===== config.mk =====
export PLATFORM = sky130hd
export DESIGN_NAME = multi_strobe_gen_flat
export DESIGN_NICKNAME = d
export VERILOG_FILES = /design/src/rtl/multi_strobe_gen_if.sv /design/src/rtl/multi_strobe_gen.sv /design/src/flat_wrapper.sv
export SDC_FILE = /design/constraint.sdc
export NUM_CORES = 1
export LEC_CHECK = 0
export CAP_MARGIN = 25
export CORE_MARGIN = 3
export CORE_UTILIZATION = 45
export CTS_CLUSTER_SIZE = 12
export DETAILED_ROUTE_END_ITERATION = 6
export DONT_BUFFER_PORTS = 1
export PLACE_DENSITY = 0.7
export SLEW_MARGIN = 20
export SYNTH_ARGS = -nofsm -noshare
export SYNTH_HDL_FRONTEND = slang
export SYNTH_SLANG_ARGS = --single-unit
export TNS_END_PERCENT = 20

===== constraint.sdc =====
create_clock -name clk_i -period 3.93 [get_ports clk_i]
set_clock_uncertainty 0.15 [all_clocks]
set_input_delay 0.393 -clock clk_i [delete_from_list [all_inputs] [get_ports clk_i]]
set_output_delay 0.393 -clock clk_i [all_outputs]
set_load 0.005 [all_outputs]

===== src/rtl/multi_strobe_gen_if.sv =====
// Control/status bundle for multi_strobe_gen: per-channel mode and trigger
// inputs, the shared period-config port, and the registered strobe/busy outputs.
interface multi_strobe_gen_if #(
    parameter int N_CH  = 4,
    parameter int CNT_W = 28
);
    localparam int CH_W = (N_CH > 1) ? $clog2(N_CH) : 1;

    logic [N_CH-1:0]  en_i;
    logic [N_CH-1:0]  oneshot_i;
    logic [N_CH-1:0]  start_i;
    logic             sync_i;
    logic             cfg_we_i;
    logic [CH_W-1:0]  cfg_ch_i;
    logic [CNT_W-1:0] cfg_period_i;
    logic [N_CH-1:0]  strobe_o;
    logic [N_CH-1:0]  busy_o;

    // Controller side: drives modes, triggers and config; observes strobes.
    modport master (
        output en_i, oneshot_i, start_i, sync_i, cfg_we_i, cfg_ch_i, cfg_period_i,
        input  strobe_o, busy_o
    );

    // Generator side.
    modport slave (
        input  en_i, oneshot_i, start_i, sync_i, cfg_we_i, cfg_ch_i, cfg_period_i,
        output strobe_o, busy_o
    );
endinterface


===== src/rtl/multi_strobe_gen.sv =====
// Multi-channel programmable strobe generator. Each channel counts up to its
// programmed period and emits a one-cycle registered strobe, either forever
// (periodic) or once per trigger (one-shot, retriggerable). A global sync
// restarts every active channel's count.
module multi_strobe_gen #(
    parameter int N_CH            = 4,
    parameter int CNT_W           = 28,
    parameter int DEFAULT_FREQ_HZ = 60,
    parameter int BOARD_CLK_MHZ   = 50   // board clock frequency in MHz
) (
    input  logic              clk_i,
    input  logic              rst_ni,
    multi_strobe_gen_if.slave bus
);
    localparam longint DEFAULT_PERIOD =
        longint'(BOARD_CLK_MHZ) * 64'sd1_000_000 / longint'(DEFAULT_FREQ_HZ);

    if (DEFAULT_PERIOD > ((longint'(1) << CNT_W) - 1)) begin : g_period_chk
        $error("multi_strobe_gen: DEFAULT_PERIOD %0d does not fit in CNT_W=%0d bits",
               DEFAULT_PERIOD, CNT_W);
    end

    typedef enum logic [1:0] {
        IDLE  = 2'd0,
        RUN   = 2'd1,
        ARMED = 2'd2
    } state_e;

    logic [CNT_W-1:0] period_q [N_CH];
    logic [CNT_W-1:0] period_d [N_CH];
    logic [CNT_W-1:0] cnt_q    [N_CH];
    logic [CNT_W-1:0] cnt_d    [N_CH];
    state_e           st_q     [N_CH];
    state_e           st_d     [N_CH];
    logic [N_CH-1:0]  strobe_q, strobe_d;
    logic [N_CH-1:0]  busy_q,   busy_d;
    logic [CNT_W-1:0] last_cnt [N_CH];
    logic [N_CH-1:0]  term;

    // Terminal compare: count has reached max(period,1)-1; ">=" lets a shrunk
    // period terminate on the very next cycle instead of waiting for a wrap.
    always_comb begin
        for (int k = 0; k < N_CH; k++) begin
            last_cnt[k] = (period_q[k] == '0) ? '0 : period_q[k] - CNT_W'(1);
            term[k]     = (cnt_q[k] >= last_cnt[k]);
        end
    end

    // Next-state logic for every channel plus the shared config write port.
    always_comb begin
        for (int k = 0; k < N_CH; k++) begin
            // NOTE: every output of this block gets a default first so no path
            // leaves it unassigned, which would otherwise infer a latch.
            period_d[k] = period_q[k];
            cnt_d[k]    = cnt_q[k];
            st_d[k]     = st_q[k];
            strobe_d[k] = 1'b0;

            if (!bus.en_i[k]) begin
                st_d[k]  = IDLE;
                cnt_d[k] = '0;
            end else if (bus.sync_i && (st_q[k] != IDLE)) begin
                cnt_d[k] = '0;
            end else begin
                case (st_q[k])
                    IDLE: begin
                        cnt_d[k] = '0;
                        if (!bus.oneshot_i[k]) begin
                            st_d[k] = RUN;
                        end else if (bus.start_i[k]) begin
                            st_d[k] = ARMED;
                        end
                    end
                    RUN, ARMED: begin
                        if ((st_q[k] == ARMED) && bus.start_i[k]) begin
                            cnt_d[k] = '0;
                        end else if (term[k]) begin
                            cnt_d[k]    = '0;
                            strobe_d[k] = 1'b1;
                            st_d[k]     = bus.oneshot_i[k] ? IDLE : RUN;
                        end else begin
                            cnt_d[k] = cnt_q[k] + CNT_W'(1);
                        end
                    end
                    default: begin
                        st_d[k]  = IDLE;
                        cnt_d[k] = '0;
                    end
                endcase
            end

            // Out-of-range channel indices simply match no channel.
            if (bus.cfg_we_i && (int'(bus.cfg_ch_i) == k)) begin
                period_d[k] = bus.cfg_period_i;
            end

            busy_d[k] = (st_d[k] != IDLE);
        end
    end

    // State, counter, period and output registers with synchronous reset.
    always_ff @(posedge clk_i) begin
        if (!rst_ni) begin
            // NOTE: the period array is a handful of flops, not a RAM, so it is
            // reset like any other register to give every channel a known rate.
            for (int k = 0; k < N_CH; k++) begin
                period_q[k] <= CNT_W'(DEFAULT_PERIOD);
                cnt_q[k]    <= '0;
                st_q[k]     <= IDLE;
            end
            strobe_q <= '0;
            busy_q   <= '0;
        end else begin
            // NOTE: non-blocking assignments so every register samples the
            // pre-edge values regardless of statement order.
            period_q <= period_d;
            cnt_q    <= cnt_d;
            st_q     <= st_d;
            strobe_q <= strobe_d;
            busy_q   <= busy_d;
        end
    end

    assign bus.strobe_o = strobe_q;
    assign bus.busy_o   = busy_q;
endmodule

===== src/flat_wrapper.sv =====
// flat-port wrapper written by rule: the top's interface ports become plain ports
module multi_strobe_gen_flat 
#(
    parameter int N_CH            = 4,
    parameter int CNT_W           = 28,
    parameter int DEFAULT_FREQ_HZ = 60,
    parameter int BOARD_CLK_MHZ   = 50                                  
)
  (clk_i, rst_ni, bus_en_i, bus_oneshot_i, bus_start_i, bus_sync_i, bus_cfg_we_i, bus_cfg_ch_i, bus_cfg_period_i, bus_strobe_o, bus_busy_o);
  multi_strobe_gen_if #(.N_CH(N_CH), .CNT_W(CNT_W)) bus_i ();
  input  logic clk_i;
  input  logic rst_ni;
  input wire logic [$bits(bus_i.en_i)-1:0] bus_en_i;
  input wire logic [$bits(bus_i.oneshot_i)-1:0] bus_oneshot_i;
  input wire logic [$bits(bus_i.start_i)-1:0] bus_start_i;
  input wire logic [$bits(bus_i.sync_i)-1:0] bus_sync_i;
  input wire logic [$bits(bus_i.cfg_we_i)-1:0] bus_cfg_we_i;
  input wire logic [$bits(bus_i.cfg_ch_i)-1:0] bus_cfg_ch_i;
  input wire logic [$bits(bus_i.cfg_period_i)-1:0] bus_cfg_period_i;
  output wire logic [$bits(bus_i.strobe_o)-1:0] bus_strobe_o;
  output wire logic [$bits(bus_i.busy_o)-1:0] bus_busy_o;
  assign bus_i.en_i = bus_en_i;
  assign bus_i.oneshot_i = bus_oneshot_i;
  assign bus_i.start_i = bus_start_i;
  assign bus_i.sync_i = bus_sync_i;
  assign bus_i.cfg_we_i = bus_cfg_we_i;
  assign bus_i.cfg_ch_i = bus_cfg_ch_i;
  assign bus_i.cfg_period_i = bus_cfg_period_i;
  assign bus_strobe_o = bus_i.strobe_o;
  assign bus_busy_o = bus_i.busy_o;
  multi_strobe_gen #(.N_CH(N_CH), .CNT_W(CNT_W), .DEFAULT_FREQ_HZ(DEFAULT_FREQ_HZ), .BOARD_CLK_MHZ(BOARD_CLK_MHZ)) u_core (.clk_i(clk_i), .rst_ni(rst_ni), .bus(bus_i));
endmodule

==> results by group <==
Synthesis
  • Avg Cell Area, Syn: 7.89 um2
  • Top post-synthesis cells by area: dfxtp_1 (33%), ha_1 (12%), nand2_1 (11%), xor2_1 (7.4%), nor2_1 (4.7%)
  • Cells after synthesis: around 1,800
  • Area leader, netlist: dfxtp_1
  • Seq/Total Area, Yosys: about 33%
  • FF+latch count, synth: 240
  • Synth cell types: 75
  • Async SR Flop Fraction: 0%
  • Yosys top cell area share: about 33%
  • Ys Warns: 0
  • Syn nets: between 2,000 and 2,500
  • Post-synth EDFFs: 0
  • Synth Flop Type: dfxtp_1
  • Synthesized cell area: approximately 14,000 um2

Route
  • Per-cell routed wire length: 16.0 um
  • Vias per cell: 5.49
  • Via Count: between 10,000 and 15,000
  • Drt pass-1 iters: 6
  • # DRC: 0
  • Post-route ant nets: 0
  • Drt initial violations: around 880
  • Final wirelength: around 38,000 um

Floorplanning
  • Die Y-Extent: between 150 and 200 um
  • Core box area: 31,100 um2
  • # rows: 64
  • Starting Density: roughly 46%
  • Die Width: around 190 um
  • DIE AREA: approximately 34,000 um2
  • I/O pin count: 54

Min path
  • Worst Hold Class: primary input to register
  • Hold Startpoint: bus_sync_i
  • Hold Path Depth: 3
  • Worst hold endpoint: u_core.st_q[0]

Global route
  • First-pass GRT wire length: a little over 60,000 um
  • Initial antenna violation count: 10
  • Total GRT Usage: between 20% and 30%
  • Pin count of the biggest net entering global routing: between 100 and 150
  • Vias in the first global route: between 10,000 and 15,000
  • GRT Residual Overflow: 0

Power
  • Leak: just over 7 nW
  • Peak supply drop: 307 uV
  • Pwr dens: around 330 nW/um2
  • Total Power: roughly 5.6 mW

Placed design
  • IO Port Bufs: 0
  • Gpl congestion: 0.924
  • DP HPWL: 26,200 um

Critical path
  • FF-to-FF setup slack: -0.20 ns
  • Worst r2r dst: u_core.bus.busy_o[3]
  • Crit Path Max Fanout: 6
  • Data required, critical path: between 4 and 5 ns
  • Critical Path Sink Type: register
  • R2R cell count: 17
  • RR Startpoint: u_core.period_q[2]
  • Setup crit start kind: register
  • CP Data Arrival Time: roughly 4.4 ns
  • Worst setup path class: register to register

STA
  • Min Hold Slack: 0.0142 ns
  • RSZ-0062 raised after global routing: true
  • Fmax: approximately 240 MHz
  • Worst slew pin tran: ~0.98 ns
  • Smallest setup slack after layout: -0.203 ns
  • Final setup violation count: 37
  • Minimum clock period: slightly above 4 ns
  • Final worst path period share: 105%
  • Final Max Tran Viols: 0
  • Final Hold Viols: 0
  • Slew headroom: roughly 34%

Clock tree
  • Sink Count: 240
  • CTS max path bufs: 3
  • Root Buffer: clkbuf_16
  • H-tree levels: 1
  • CTS clock-pin slew for the worst setup and hold paths: 0.06 ns
  • Num CTS Buffers: 27
  • CTS tree: built
  • Clock Latency Late Sink: between 0.5 and 0.6 ns

Layout
  • Util after Layout: 55.4%
  • Nets: around 2,100
  • Share of layout cells above drive strength 1: 11.3%
  • Synth-to-layout area growth: 19.3%

Run
  • MaxCap Viol Count: 0

Status
  • Violated checks: negative setup slack
  • Outcome: finished, violations left
==> flip-flops by register name, summed over array words and instances, names as in the netlist <==
name	flops
u_core.bus.strobe_o	4
u_core.st_q	8
u_core.cnt_q	112
u_core.bus.busy_o	4
u_core.period_q	112
==> stage by stage <==
step	std cells	setup TNS, ns	cell area (um2)	setup WS [ns]
3_3_place_gp	2256	-4.87	15500	-0.214
3_5_place_dp	2256	-8.29	15500	-0.240
5_1_grt	2363	-28.86	17200	-0.484
2_1_floorplan	1827	-1.32	14500	-0.0312
4_1_cts	2352	-5.37	17000	-0.297
6_report	2363	-3.57	17200	-0.203
==> cell usage after synthesis, types with 4 or more instances <==
cell	number
nand2_1	415
dfxtp_1	240
nor2_1	179
ha_1	136
xor2_1	122
nand3_1	116
a21boi_0	65
xnor2_1	58
a21oi_1	55
clkbuf_1	50
o21ai_0	41
and3_1	36
nor3_1	36
inv_1	35
nand4_1	33
nor4_1	22
a21o_1	18
nand2b_1	16
nor2b_1	13
and4_1	9
or3_1	9
or4_1	9
nand3b_1	8
o41ai_1	7
a31oi_1	6
a211oi_1	5
mux2i_1	5
nor3b_1	5
o211ai_1	5
or4_4	5
a221oi_1	4
==> cells by family (layout without fill, tap and decap cells) <==
kind of cell             count (synthesis)  count (layout)  share of synthesized area (%)
XOR/XNOR                               181             181                           11.0
multiplexers                             5               5                          0.347
AO/OA/AOI/OAI                          233             233                           10.8
adder cells (fa/ha/maj)                136             136                           11.8
buffers and inverters                   93             226                           2.49
flip-flops                             240             240                           33.3
AND/OR/NAND/NOR                        939             939                           30.2
other                                    0               7                              0
==> cells in the final DEF, fill, tap and decap left out, types with 8 or more instances in the layout <==
master	count
nand2b_1	16
nor4_1	18
nand3_1	115
nand2_1	412
and4_1	9
a21boi_0	65
nor2b_1	12
xor2_1	122
nand3b_1	8
inv_1	35
nor2_2	17
a21o_1	18
dfxtp_1	237
nand4_1	33
ha_1	134
buf_4	87
o21ai_0	39
dlygate4sd3_1	45
xnor2_1	57
and3_1	36
clkbuf_16	30
nor3_1	32
nor2_1	162
a21oi_1	54
==> worst max-delay path, stage by stage, from the launching register on <==
cell,delay [ns]
dfxtp_1,0.31
or4_4,0.55
nor3_4,0.23
nand3_2,0.12
or3_4,0.36
nor4b_4,0.27
xor2_1,0.20
nand2_1,0.12
ha_4,0.23
nand4_1,0.14
nor2_2,0.07
a221oi_2,0.23
o21ai_1,0.13
a211oi_2,0.27
clkbuf_16,0.21
nand3b_1,0.08
o2bb2ai_2,0.13
or2_1,0.20
==> where the power goes <==
group / switching [mW] / internal (mW)
Combinational: 0.272 / 0.206
Clock: 1.02 / 1.58
Sequential: 0.0582 / 2.49
Total: 1.35 / 4.28
==> worst max path at each step <==
stage	startpoint	endpoint	depth (start not counted)
final	u_core.period_q[2]	u_core.bus.busy_o[3]	17
after global routing	u_core.period_q[2]	u_core.bus.busy_o[3]	17
after CTS	u_core.period_q[2]	u_core.bus.busy_o[3]	17
after detailed placement	u_core.period_q[39]	u_core.bus.busy_o[2]	16
after global placement	u_core.period_q[39]	u_core.bus.busy_o[2]	16
after floorplan	u_core.period_q[58]	u_core.cnt_q[75]	17
==> cell type report <==
class	instances	area (um2)
flip-flops and latches	240	4810
repair buffers	142	1300
fillers	2828	13900
clock buffers	38	787
clock inverters	10	129
well taps	396	495
diodes	7	17.5
multi-input cells	1494	9540
inverters	36	135
==> routing by layer <==
metal / track usage, % / vias up / share of wire, %
met5: 0 / - / 0.071
met4: 7.05 / 4 / 3.3
met3: 2.55 / 82 / 4.5
met2: 35.5 / 297 / 46
met1: 29.4 / 6056 / 47
li1: - / 6541 / -
==> what timing repair did <==
| item | CTS | global route |
|---|---|---|
| hold buffers | 46 | 0 |
| gates cloned | 0 | 3 |
| setup buffers | 2 | 0 |
| hold endpoints to repair | 125 | 0 |
| pin swaps | 32 | 13 |
| setup endpoints to repair | 120 | 124 |
| gates resized for setup | 20 | 34 |
No activity file was read; power rests on OpenSTA's default activity.
